## config.mk

```make
export PLATFORM = sky130hd
export DESIGN_NAME = blink_rate_sel
export DESIGN_NICKNAME = d
export VERILOG_FILES = /design/src/rtl/blink_rate_sel.sv
export SDC_FILE = /design/constraint.sdc
export NUM_CORES = 1
export LEC_CHECK = 0
export ABC_AREA = 1
export CORE_ASPECT_RATIO = 0.6
export CORE_MARGIN = 2
export CORE_UTILIZATION = 32
export DETAILED_ROUTE_END_ITERATION = 7
export PLACE_DENSITY = 0.54
export SLEW_MARGIN = 20
export SYNTH_ARGS = -nofsm -noshare
export SYNTH_HDL_FRONTEND = slang
export SYNTH_SLANG_ARGS = --single-unit
```

## constraint.sdc

```tcl
create_clock -name clk -period 1.8 [get_ports clk]
set_input_delay 0.36 -clock clk [delete_from_list [all_inputs] [get_ports clk]]
set_output_delay 0.36 -clock clk [all_outputs]
set_load 0.02 [all_outputs]
```

## src/rtl/blink_rate_sel.sv

```systemverilog
// Button-driven blink rate selector: sync, debounce, 4-step rate, tick/led.
// Define BLINK_RATE_LONGPRESS_EN to add the long-press return to rate 0.
module blink_rate_sel #(
  parameter int BASE_DIV      = 50000000,
  parameter int DEBOUNCE_CYC  = 1000000,
  parameter int LONGPRESS_CYC = 100000000
) (
  input  logic       clk,
  input  logic       rst_n,
  input  logic       btn_n,
  output logic       tick,
  output logic       led,
  output logic [1:0] rate_idx,
  output logic       btn_evt
);

  localparam int DW = $clog2(BASE_DIV);
  localparam int BW = (DEBOUNCE_CYC > 2) ? $clog2(DEBOUNCE_CYC) : 1;

  localparam logic [DW-1:0] P0_M1 = DW'(BASE_DIV - 1);
  localparam logic [DW-1:0] P1_M1 = DW'(BASE_DIV / 2 - 1);
  localparam logic [DW-1:0] P2_M1 = DW'(BASE_DIV / 4 - 1);
  localparam logic [DW-1:0] P3_M1 = DW'(BASE_DIV / 8 - 1);
  localparam logic [BW-1:0] DB_LAST = BW'(DEBOUNCE_CYC - 1);

  typedef enum logic [1:0] {
    IDLE,
    PRESS_WAIT,
    HELD,
    RELEASE_WAIT
  } db_state_t;

  logic          sync1;
  logic          btn_s;
  db_state_t     state;
  logic [BW-1:0] db_cnt;
  logic [DW-1:0] div_cnt;
  logic [DW-1:0] per_m1;
  logic [DW-1:0] per_m2;
  logic          press_ok;
  logic          lp_fire;
  logic          rate_clr;
  logic          tick_nxt;

  always_ff @(posedge clk) begin
    if (!rst_n) begin
      sync1 <= 1'b1;
      btn_s <= 1'b1;
    end else begin
      sync1 <= btn_n;
      btn_s <= sync1;
    end
  end

  assign press_ok = (state == PRESS_WAIT) && !btn_s
                    && (db_cnt == DB_LAST);

  always_ff @(posedge clk) begin
    if (!rst_n) begin
      state   <= IDLE;
      db_cnt  <= '0;
      btn_evt <= 1'b0;
    end else begin
      btn_evt <= press_ok;
      unique case (state)
        IDLE: begin
          if (!btn_s) begin
            state  <= PRESS_WAIT;
            db_cnt <= '0;
          end
        end
        PRESS_WAIT: begin
          if (btn_s) begin
            state <= IDLE;
          end else if (db_cnt == DB_LAST) begin
            state <= HELD;
          end else begin
            db_cnt <= db_cnt + BW'(1);
          end
        end
        HELD: begin
          if (btn_s) begin
            state  <= RELEASE_WAIT;
            db_cnt <= '0;
          end
        end
        RELEASE_WAIT: begin
          if (!btn_s) begin
            state <= HELD;
          end else if (db_cnt == DB_LAST) begin
            state <= IDLE;
          end else begin
            db_cnt <= db_cnt + BW'(1);
          end
        end
        default: state <= IDLE;
      endcase
    end
  end

`ifdef BLINK_RATE_LONGPRESS_EN
  localparam int LW = (LONGPRESS_CYC > 2) ? $clog2(LONGPRESS_CYC) : 1;
  localparam logic [LW-1:0] LP_LAST = LW'(LONGPRESS_CYC - 1);

  logic [LW-1:0] hold_cnt;
  logic          lp_done;

  assign lp_fire = (state == HELD) && !btn_s && !lp_done
                   && (hold_cnt == LP_LAST);

  // Counts from the accepting edge; a release bounce restarts it.
  always_ff @(posedge clk) begin
    if (!rst_n) begin
      hold_cnt <= '0;
      lp_done  <= 1'b0;
    end else if (press_ok) begin
      hold_cnt <= '0;
      lp_done  <= 1'b0;
    end else if (state == HELD && !btn_s) begin
      if (lp_fire) begin
        lp_done <= 1'b1;
      end else if (!lp_done) begin
        hold_cnt <= hold_cnt + LW'(1);
      end
    end else begin
      hold_cnt <= '0;
    end
  end
`else
  assign lp_fire = 1'b0;
`endif

  assign rate_clr = press_ok || lp_fire;

  always_comb begin
    per_m1 = P0_M1;
    unique case (1'b1)
      rate_idx == 2'd0: per_m1 = P0_M1;
      rate_idx == 2'd1: per_m1 = P1_M1;
      rate_idx == 2'd2: per_m1 = P2_M1;
      rate_idx == 2'd3: per_m1 = P3_M1;
      default:          per_m1 = P0_M1;
    endcase
  end

  assign per_m2 = per_m1 - DW'(1);

  // tick is registered one edge ahead so it is high while div_cnt == P-1.
  assign tick_nxt = !rate_clr && (div_cnt == per_m2);

  always_ff @(posedge clk) begin
    if (!rst_n) begin
      div_cnt  <= '0;
      tick     <= 1'b0;
      led      <= 1'b0;
      rate_idx <= 2'd0;
    end else begin
      tick <= tick_nxt;
      led  <= led ^ tick_nxt;
      if (rate_clr || div_cnt == per_m1) begin
        div_cnt <= '0;
      end else begin
        div_cnt <= div_cnt + DW'(1);
      end
      if (press_ok) begin
        rate_idx <= rate_idx + 2'd1;
      end else if (lp_fire) begin
        rate_idx <= 2'd0;
      end
    end
  end

endmodule
```

# Yosys cells after proc, flatten, opt, wreduce, memory -nomap -nowiden
# Cells that the tools add are included.
[totals]
ff_bits = 55
inputBits = 3
out_inout_bits = 5
wordCells = 54
[classes]
addsub = 4
eq_ne = 15
muxes = 14
bitwise_logic = 2
reduce_logical = 10
[ops]
columns = ["cell", "count"]
rows = [
  ["$mux 20", 5],
  ["$pmux 20 s4", 1],
  ["$pmux 26 s3", 1],
  ["$eq 26x26->1", 2],
  ["$add 26x1->26 const B", 1],
  ["$sub 26x1->26 const B", 1],
  ["$add 20x1->20 const B", 1],
  ["$eq 20x20->1 const B", 1],
  ["$mux 2", 6],
  ["$eq 2x2->1 const B", 4],
  ["$ne 2x2->1 const B", 4],
  ["$pmux 2 s4", 1],
  ["$reduce_and 4->1", 2],
  ["$eq 2x1->1 const B", 2],
  ["$logic_and 1x1->1", 3],
  ["$ne 3x2->1 const B", 1],
  ["$ne 3x3->1 const B", 1],
  ["$add 2x1->2 const B", 1],
  ["$logic_not 1->1", 2],
  ["$logic_not 2->1", 1],
  ["$reduce_or 2->1", 1],
  ["$logic_or 1x1->1", 1],
  ["$not 1->1", 1],
  ["$xor 1x1->1", 1],
]

# Depth between registers and ports, before layout
# Gate-level depths: netlist of the first run.
[logic_depth]
ltp_word = 6
ltp_mapped = 13
mapped_depth_nobuf = 12

# Worst setup path before layout of the first run
# Ideal clock, no wire load.
[synth_path]
path_type = "register to register"
from = "reg rate_idx[1]"
to = "reg div_cnt[0]"
setup_ps = 117
arrival_ps = 1896
t_required_ps = 1683
slack_ps = -213
path_stages_with_launch = 11
path_buffers = 1
synth_period_minus_slack_ps = 2013
cell_sequence = "dfxtp_1 -> inv_1 -> ha_1 -> or2_1 -> o21ai_1 -> nand2_1 -> nor2_1 -> nand3_1 -> o21bai_4 -> buf_6 -> nor2_1"
[synth_via]
elab_chain_cells = 5
word_cells_on_any_way = 7
cone_classes = "eq/ne: 4; mux: 1; reduce/logical: 2"
[synth_lines]
columns = ["item", "line", "text"]
rows = [
  ["start: declaration", "13", "output logic [1:0] rate_idx,"],
  ["start signal: assignment", "166", "rate_idx <= rate_idx + 2'd1;"],
  ["$eq 2x2->1, or another cell as far along", "141", "rate_idx == 2'd3: per_m1 = P3_M1;"],
  ["$pmux 26 s3 (*)", "137", "unique case (1'b1)"],
  ["$eq 26x26->1 (*)", "160", "if (rate_clr || div_cnt == per_m1) begin"],
  ["$logic_or 1x1->1 (*)", "160", ""],
  ["$reduce_or 2->1 (no line) (*)", "--", ""],
  ["end signal: assignment", "163", "div_cnt <= div_cnt + DW'(1);"],
  ["end: declaration", "37", "logic [DW-1:0] div_cnt;"],
]
# Every way passes the cells marked *; elsewhere a longest branch is shown, timed or not.
# A chain may end at the register's enable or synchronous reset.

# Worst setup path after layout of the first run
[layout_path]
from = "reg rate_idx[1]"
to = "reg div_cnt[17]"
# The elaborated chain is that of the path after synthesis.

==> impl_metrics.csv, run 1 <==
group,metric,value,unit
run_status,run_status,"finished with violations",
run_status,violations,"negative setup slack",
synthesis,mappedNetlistArea,3298,sq um
synthesis,netlist.area_leader.share,33.38,%
synthesis,synth.ff_latch_count,55,
clocking,cts_tree,"built",
floorplanning,design.die.area,11160,sq um
global_routing,groute.usage.overall,16.66,%
timing,setup_viol_count_final,26,
floorplanning,design.core.area,9950,sq um
worst_setup_path,path_cells,"inv_6 > ha_4 > or2_4 > o21ai_2 > nand2_1 > nor2_2 > nand3_2 > o21bai_4 > buf_12 > clkbuf_16 > nor2_1",
drt,via_per_inst,4.504,
layout,post_route_cells_drive_above_1_share,17.62,%
clocking,path_clk_slew,0.07,ns
worst_setup_path,timing.critical_path.required,1.99,ns
timing,share_of_the_clock_period_used_by_the_worst_path_after_layout,110.3,%
floorplanning,vertical_die_dimension,82.64,um
worst_setup_path,critPathLaunchType,"flop",
layout,diodes,0,
global_routing,globalRoute.totalOverflow,0,
synthesis,yosysWarnings,0,
synthesis,synth_seq_area_share,33.38,%
worst_setup_path,cpPeakStageDelay,0.41,ns
clocking,htree_num_levels,2,
power,static_power_due_to_leakage,1.634,nW
flow_run,maxCapViolations,0,
synthesis,synth_area_leader_cell,"sky130_fd_sc_hd__dfxtp_1",
timing,setup-tns-final,-4.481,ns
place,place.port_buffers,7,
place,hpwl,6.606,mm
synthesis,synthCells,512,
timing,setup_ws,-0.1863,ns
timing,drv_slew,0,
timing,rsz0062_at_grt,"yes",
drt,drt_pass1_iterations,4,
worst_setup_path,slowest_stage,"sky130_fd_sc_hd__dfxtp_4",
layout,nets,574,
power,pwr_density_cell,564.8,nW/um^2
timing,finalWorstPathRequiredPeriod,1.986,ns
clocking,insertion_delay,0.30,ns
worst_setup_path,bufs_and_invs_on_worst_path,3,
timing,hold_violations,0,
synthesis,synth.avg_cell_area,6.442,sq um
layout,signed_area_change_from_the_synthesized_netlist_to_the_final_layout,25.42,%
clocking,root_buffer,"sky130_fd_sc_hd__clkbuf_16",
global_routing,grt_pass1_wl,14.43,mm
clocking,cts_made_buffers,5,
clocking,max-clock-path-buffers,2,
timing,fmax,503.5,MHz
layout,layout.cells.most_common,"sky130_fd_sc_hd__nand2_1",
worst_setup_path,worst_ep_arrival_time,2.18,ns
timing,max-slew-margin-rel,74.54,%
worst_setup_path,worst_setup_path_end_kind,"flop",
floorplanning,die_w,135.1,um
synthesis,synth_area_leaders,"sky130_fd_sc_hd__dfxtp_1 (33%), sky130_fd_sc_hd__nand2_1 (16%), sky130_fd_sc_hd__nor2_1 (12%)",
global_routing,grt_pass1_vias,2949,
synthesis,synth.net_count,525,
layout,utilization,41.57,%
drt,number_of_vias_in_the_routed_layout,3139,
timing,skew,0.005720,ns
worst_setup_path,critical_path_peak_fanout,6,
clocking,cts_hold_buffers,0,
drt,detail_route.drc_violations,0,
floorplanning,rows,28,
worst_setup_path,path_delay_family,"simple AND/OR/NAND/NOR gates",
drt,drt_wl_total,8.900,mm
hold_path,worst_hold_class,"reg -> reg",
drt,routedWlPerCell,12.77,um
global_routing,grt_antenna_before_repair,0,
power,max-vdd-ir-drop,0.3229,mV
floorplanning,pin_count,8,
power,design_power_total,2.336,mW
drt,ant_nets,0,
drt,drtIter0Drc,211,
timing,timing_worst_slew_pin_value,0.3814,ns
worst_setup_path,critical_path_class,"reg -> reg",
synthesis,synth_cell_type_count,29,
place,globalplace.congestion,0.8840,
layout,most-common-layout-cells,"sky130_fd_sc_hd__nand2_1 (138), sky130_fd_sc_hd__nor2_1 (86), sky130_fd_sc_hd__inv_1 (71)",
global_routing,pin_count_of_the_biggest_net_entering_global_routing,20,
clocking,numClockSinks,55,
floorplanning,start_util,33.15,%
[flip-flops by register name, summed over array words and instances, names as in the netlist, named ones only]
signal,cells
div_cnt,26
rate_idx,2
db_cnt,20
sync1,1
led,1
state,1
btn_evt,1
tick,1
btn_s,1
[metrics by stage]
| step | cells | area, sq um | setup slack (ns) | hold slack [ns] |
|---|---|---|---|---|
| 2_1_floorplan | 512 | 3308 | 0.0001504 | 0.3925 |
| 3_3_place_gp | 682 | 3760 | -0.02219 | 0.4014 |
| 3_5_place_dp | 682 | 3760 | -0.06609 | 0.4072 |
| 4_1_cts | 697 | 4029 | -0.06471 | 0.4336 |
| 5_1_grt | 697 | 4136 | -0.2475 | 0.4528 |
| 6_report | 697 | 4136 | -0.1863 | 0.4350 |
[report_power, final]
part | total (mW) | internal, mW | leakage [nW] | switching, mW
Sequential | 1.23 | 1.22 | 0.446 | 0.00757
Clock | 0.976 | 0.517 | 0.0712 | 0.459
Combinational | 0.130 | 0.0618 | 1.12 | 0.0687
[cell type report]
| type | instances | area [sq um] |
|---|---|---|
| clock inverter | 2 | 11.26 |
| multi-input combinational | 375 | 1951 |
| sequential | 55 | 1109 |
| tap | 135 | 168.9 |
| timing repair buffer | 47 | 461.7 |
| clock buffer | 6 | 128.9 |
| fill | 1082 | 5813 |
| inverter | 77 | 306.5 |
[synth_stat cells (all sizes together)]
master / instances
nor2: 109
nand3: 35
nand3b: 1
buf: 5
nor3b: 2
inv: 77
dfxtp: 55
ha: 10
o21bai: 4
xor2: 21
a21oi: 8
or2: 3
nor3: 17
xnor2: 6
nand2: 140
o21ai: 12
nand4: 7
[per-layer routing]
metal	vias to the layer above	part of all wire (%)	GRT usage [%]
met2	68	36	22.39
li1	1665	-	-
met5	-	0	0
met1	1401	56	25.59
met4	0	0.72	3.750
met3	5	6.9	4.640
[worst paths after layout]
| check | endpoint | cells past startpoint | start | slack [ns] |
|---|---|---|---|---|
| setup reg to reg | div_cnt[17]$_SDFF_PP0_ | 11 | rate_idx[1]$_SDFFE_PN0P_ | -0.19 |
| setup / recovery | div_cnt[17]$_SDFF_PP0_ | 11 | rate_idx[1]$_SDFFE_PN0P_ | -0.19 |
| hold reg to reg | btn_s$_SDFF_PN1_ | 1 | sync1$_SDFF_PN1_ | 0.44 |
| hold / removal | btn_s$_SDFF_PN1_ | 1 | sync1$_SDFF_PN1_ | 0.44 |
[cell families (layout without fill, tap and decap cells)]
logic type / count (synthesis) / after routing / share of synthesized area [%]
and+or+nand+nor: 314 / 314 / 40.63
buffers and inverters: 82 / 132 / 10.74
DFF: 55 / 55 / 33.38
xor gates and xnor gates: 27 / 27 / 7.170
AOI/OAI and AO/OA: 24 / 24 / 4.287
adders and majority gates: 10 / 10 / 3.794
[repair_timing]
item,4_1_cts,5_1_grt
gates cloned,1,2
pin swaps,3,14
buffers inserted,7,3
gates resized for setup,14,29
hold endpoints to repair,0,0
setup endpoints to repair,26,32
Note: power is estimated with default switching activity, not from simulation.
==> run 2: changes to the inputs <==
--- a/config.mk
+++ b/config.mk
@@ -11,6 +11,8 @@
 export CORE_UTILIZATION = 32
 export DETAILED_ROUTE_END_ITERATION = 7
 export PLACE_DENSITY = 0.54
+export RECOVER_POWER = 100
+export SKIP_LAST_GASP = 1
 export SLEW_MARGIN = 20
 export SYNTH_ARGS = -nofsm -noshare
 export SYNTH_HDL_FRONTEND = slang
==> impl_metrics.csv, run 2 (synthesized netlist as in run 1, its figures left out) <==
group,metric,value,unit
floorplanning,die_w,135.1,um
clocking,cts_tree,"built",
timing,timing_worst_slew_pin_value,0.3934,ns
drt,detail_route.drc_violations,0,
drt,ant_nets,0,
drt,routedWlPerCell,12.86,um
layout,layout.cells.most_common,"sky130_fd_sc_hd__nand2_1",
place,place.port_buffers,7,
layout,largest_register,"div_cnt",
global_routing,pin_count_of_the_biggest_net_entering_global_routing,20,
power,sequentialPowerShare,52.6,%
power,design_power_total,2.337,mW
drt,route.layer.met1.wl,5.068,mm
clocking,max-clock-path-buffers,2,
drt,route.top_layer_used,"met4",
layout,final_design_area_no_fill,4101,sq um
floorplanning,design.core.area,9950,sq um
layout,nets,574,
drt,drt_wl_total,8.965,mm
hold_path,worst_hold_class,"reg -> reg",
floorplanning,design.die.area,11160,sq um
hold_path,hp-start,"sync1$_SDFF_PN1_",
drt,via_per_inst,4.509,
floorplanning,pin_count,8,
clocking,numClockSinks,55,
layout,largestRegisters,"div_cnt: 26 flops, db_cnt: 20 flops, rate_idx: 2 flops",
worst_setup_path,timing.rr.start,"rate_idx[1]$_SDFFE_PN0P_",
drt,number_of_vias_in_the_routed_layout,3143,
power,max-vdd-ir-drop,0.3227,mV
power,switching_part_of_the_total_power,23.00,%
timing,setup_viol_count_final,26,
layout,most-common-layout-cells,"sky130_fd_sc_hd__nand2_1 (138), sky130_fd_sc_hd__nor2_1 (90), sky130_fd_sc_hd__inv_1 (71)",
worst_setup_path,critical_path_class,"reg -> reg",
layout,diodes,0,
place,place_area,3760,sq um
timing,hold_violations,0,
worst_setup_path,timing.critical_path.required,1.99,ns
layout,largest_register_ffs,26,
timing,setup_ws,-0.1956,ns
global_routing,grt_pass1_wl,14.43,mm
drt,drtIter0Drc,233,
worst_setup_path,critPathLaunchType,"flop",
floorplanning,start_util,33.15,%
power,comb_power_share,5.5,%
place,hpwl,6.606,mm
clocking,root_buffer,"sky130_fd_sc_hd__clkbuf_16",
global_routing,grt_antenna_before_repair,0,
clocking,cts_made_buffers,5,
run_status,run_status,"finished with violations",
floorplanning,rows,28,
layout,signed_area_change_from_the_synthesized_netlist_to_the_final_layout,24.35,%
timing,skew,0.006745,ns
layout,post_route_cells_drive_above_1_share,16.19,%
timing,fmax,501.1,MHz
worst_setup_path,worst_setup_path_end_kind,"flop",
worst_setup_path,critical_path_peak_fanout,5,
timing,share_of_the_clock_period_used_by_the_worst_path_after_layout,110.9,%
clocking,path_clk_slew,0.07,ns
floorplanning,vertical_die_dimension,82.64,um
power,internal-power,1.799,mW
global_routing,groute.usage.overall,16.66,%
drt,wl_met2,3.273,mm
place,globalplace.congestion,0.8840,
timing,max-slew-margin-rel,73.74,%
place,place.detailed.instances,682,
power,switchingPower,0.5374,mW
power,share_of_total_power_in_the_clock_network,41.9,%
flow_run,maxCapViolations,0,
power,static_power_due_to_leakage,1.619,nW
power,pwr_density_cell,569.7,nW/um^2
layout,layoutNonFillerInstCount,697,
clocking,htree_num_levels,2,
worst_setup_path,worst_setup_path_startpoint,"rate_idx[1]$_SDFFE_PN0P_",
clocking,insertion_delay,0.30,ns
global_routing,globalRoute.totalOverflow,0,
timing,drv_slew,0,
timing,finalWorstPathRequiredPeriod,1.996,ns
run_status,violations,"negative setup slack",
global_routing,grt_pass1_vias,2949,
drt,dr_wl_met3,559,um
timing,setup-tns-final,-4.729,ns
timing,rsz0062_at_grt,"yes",
drt,drt_pass1_iterations,5,
worst_setup_path,worst_ep_arrival_time,2.19,ns
==> run 2: critical path, stage by stage, from the launching register on <==
cell	delay, ns
sky130_fd_sc_hd__dfxtp_4	0.41
sky130_fd_sc_hd__inv_6	0.05
sky130_fd_sc_hd__ha_4	0.17
sky130_fd_sc_hd__or2_4	0.24
sky130_fd_sc_hd__o21ai_2	0.15
sky130_fd_sc_hd__nand2_1	0.08
sky130_fd_sc_hd__nor2_2	0.15
sky130_fd_sc_hd__nand3_2	0.13
sky130_fd_sc_hd__o21bai_4	0.18
sky130_fd_sc_hd__buf_12	0.15
sky130_fd_sc_hd__clkbuf_16	0.14
sky130_fd_sc_hd__nor2_1	0.03
==> run 2: final cells by class <==
| cell class | instances | area (sq um) |
|---|---|---|
| repair buffers | 47 | 451.7 |
| clock buffers | 6 | 128.9 |
| inverters | 77 | 306.5 |
| clock inverters | 2 | 11.26 |
| fillers | 1085 | 5848 |
| flip-flops and latches | 55 | 1109 |
| multi-input cells | 375 | 1926 |
| well taps | 135 | 168.9 |
==> run 2: worst paths after layout <==
check | end | slack, ns | cells after the start
min reg2reg | btn_s$_SDFF_PN1_ | 0.43 | 1
max reg2reg | div_cnt[17]$_SDFF_PP0_ | -0.20 | 11
max | div_cnt[17]$_SDFF_PP0_ | -0.20 | 11
min | btn_s$_SDFF_PN1_ | 0.43 | 1
==> run 2: power groups by stage <==
stage                     Clock [mW]  Combinational [mW]  Sequential (mW)
final                          0.978               0.128             1.23
after global routing            1.05               0.140             1.23
after CTS                       1.01               0.117             1.23
after detailed placement           0              0.0985             1.26
after global placement             0              0.0975             1.26
after floorplan                    0              0.0612             1.26
==> run 2: repair_timing <==
action                                  4_1_cts  5_1_grt
endpoints found under the setup margin       26       32
pin swaps                                     3       14
resized for setup                            13       28
buffers inserted                              7        3
gates cloned                                  1        2
hold buffers                                  0        0
==> run 2: through the flow <==
stage / worst slack (ns) / hold slack [ns] / utilization (%)
final: -0.1956 / 0.4349 / 41.22
after global routing: -0.2677 / 0.4528 / 41.22
after CTS: -0.06471 / 0.4336 / 40.47
after detailed placement: -0.06609 / 0.4072 / 37.79
after global placement: -0.02219 / 0.4014 / 37.79
after floorplan: 0.0001504 / 0.3925 / -
==> run 2: per-layer routing <==
layer,global-route usage (%),up-vias
met5,0,-
met4,3.750,0
met3,4.640,5
met2,22.39,72
met1,25.59,1399
li1,-,1667
==> run 3: changes to the inputs <==
--- a/config.mk
+++ b/config.mk
@@ -6,6 +6,7 @@
 export NUM_CORES = 1
 export LEC_CHECK = 0
 export ABC_AREA = 1
+export CAP_MARGIN = 10
 export CORE_ASPECT_RATIO = 0.6
 export CORE_MARGIN = 2
 export CORE_UTILIZATION = 32
==> results of run 3 <==
Same layout as run 2: the final DEF is identical, and so are final timing and power.
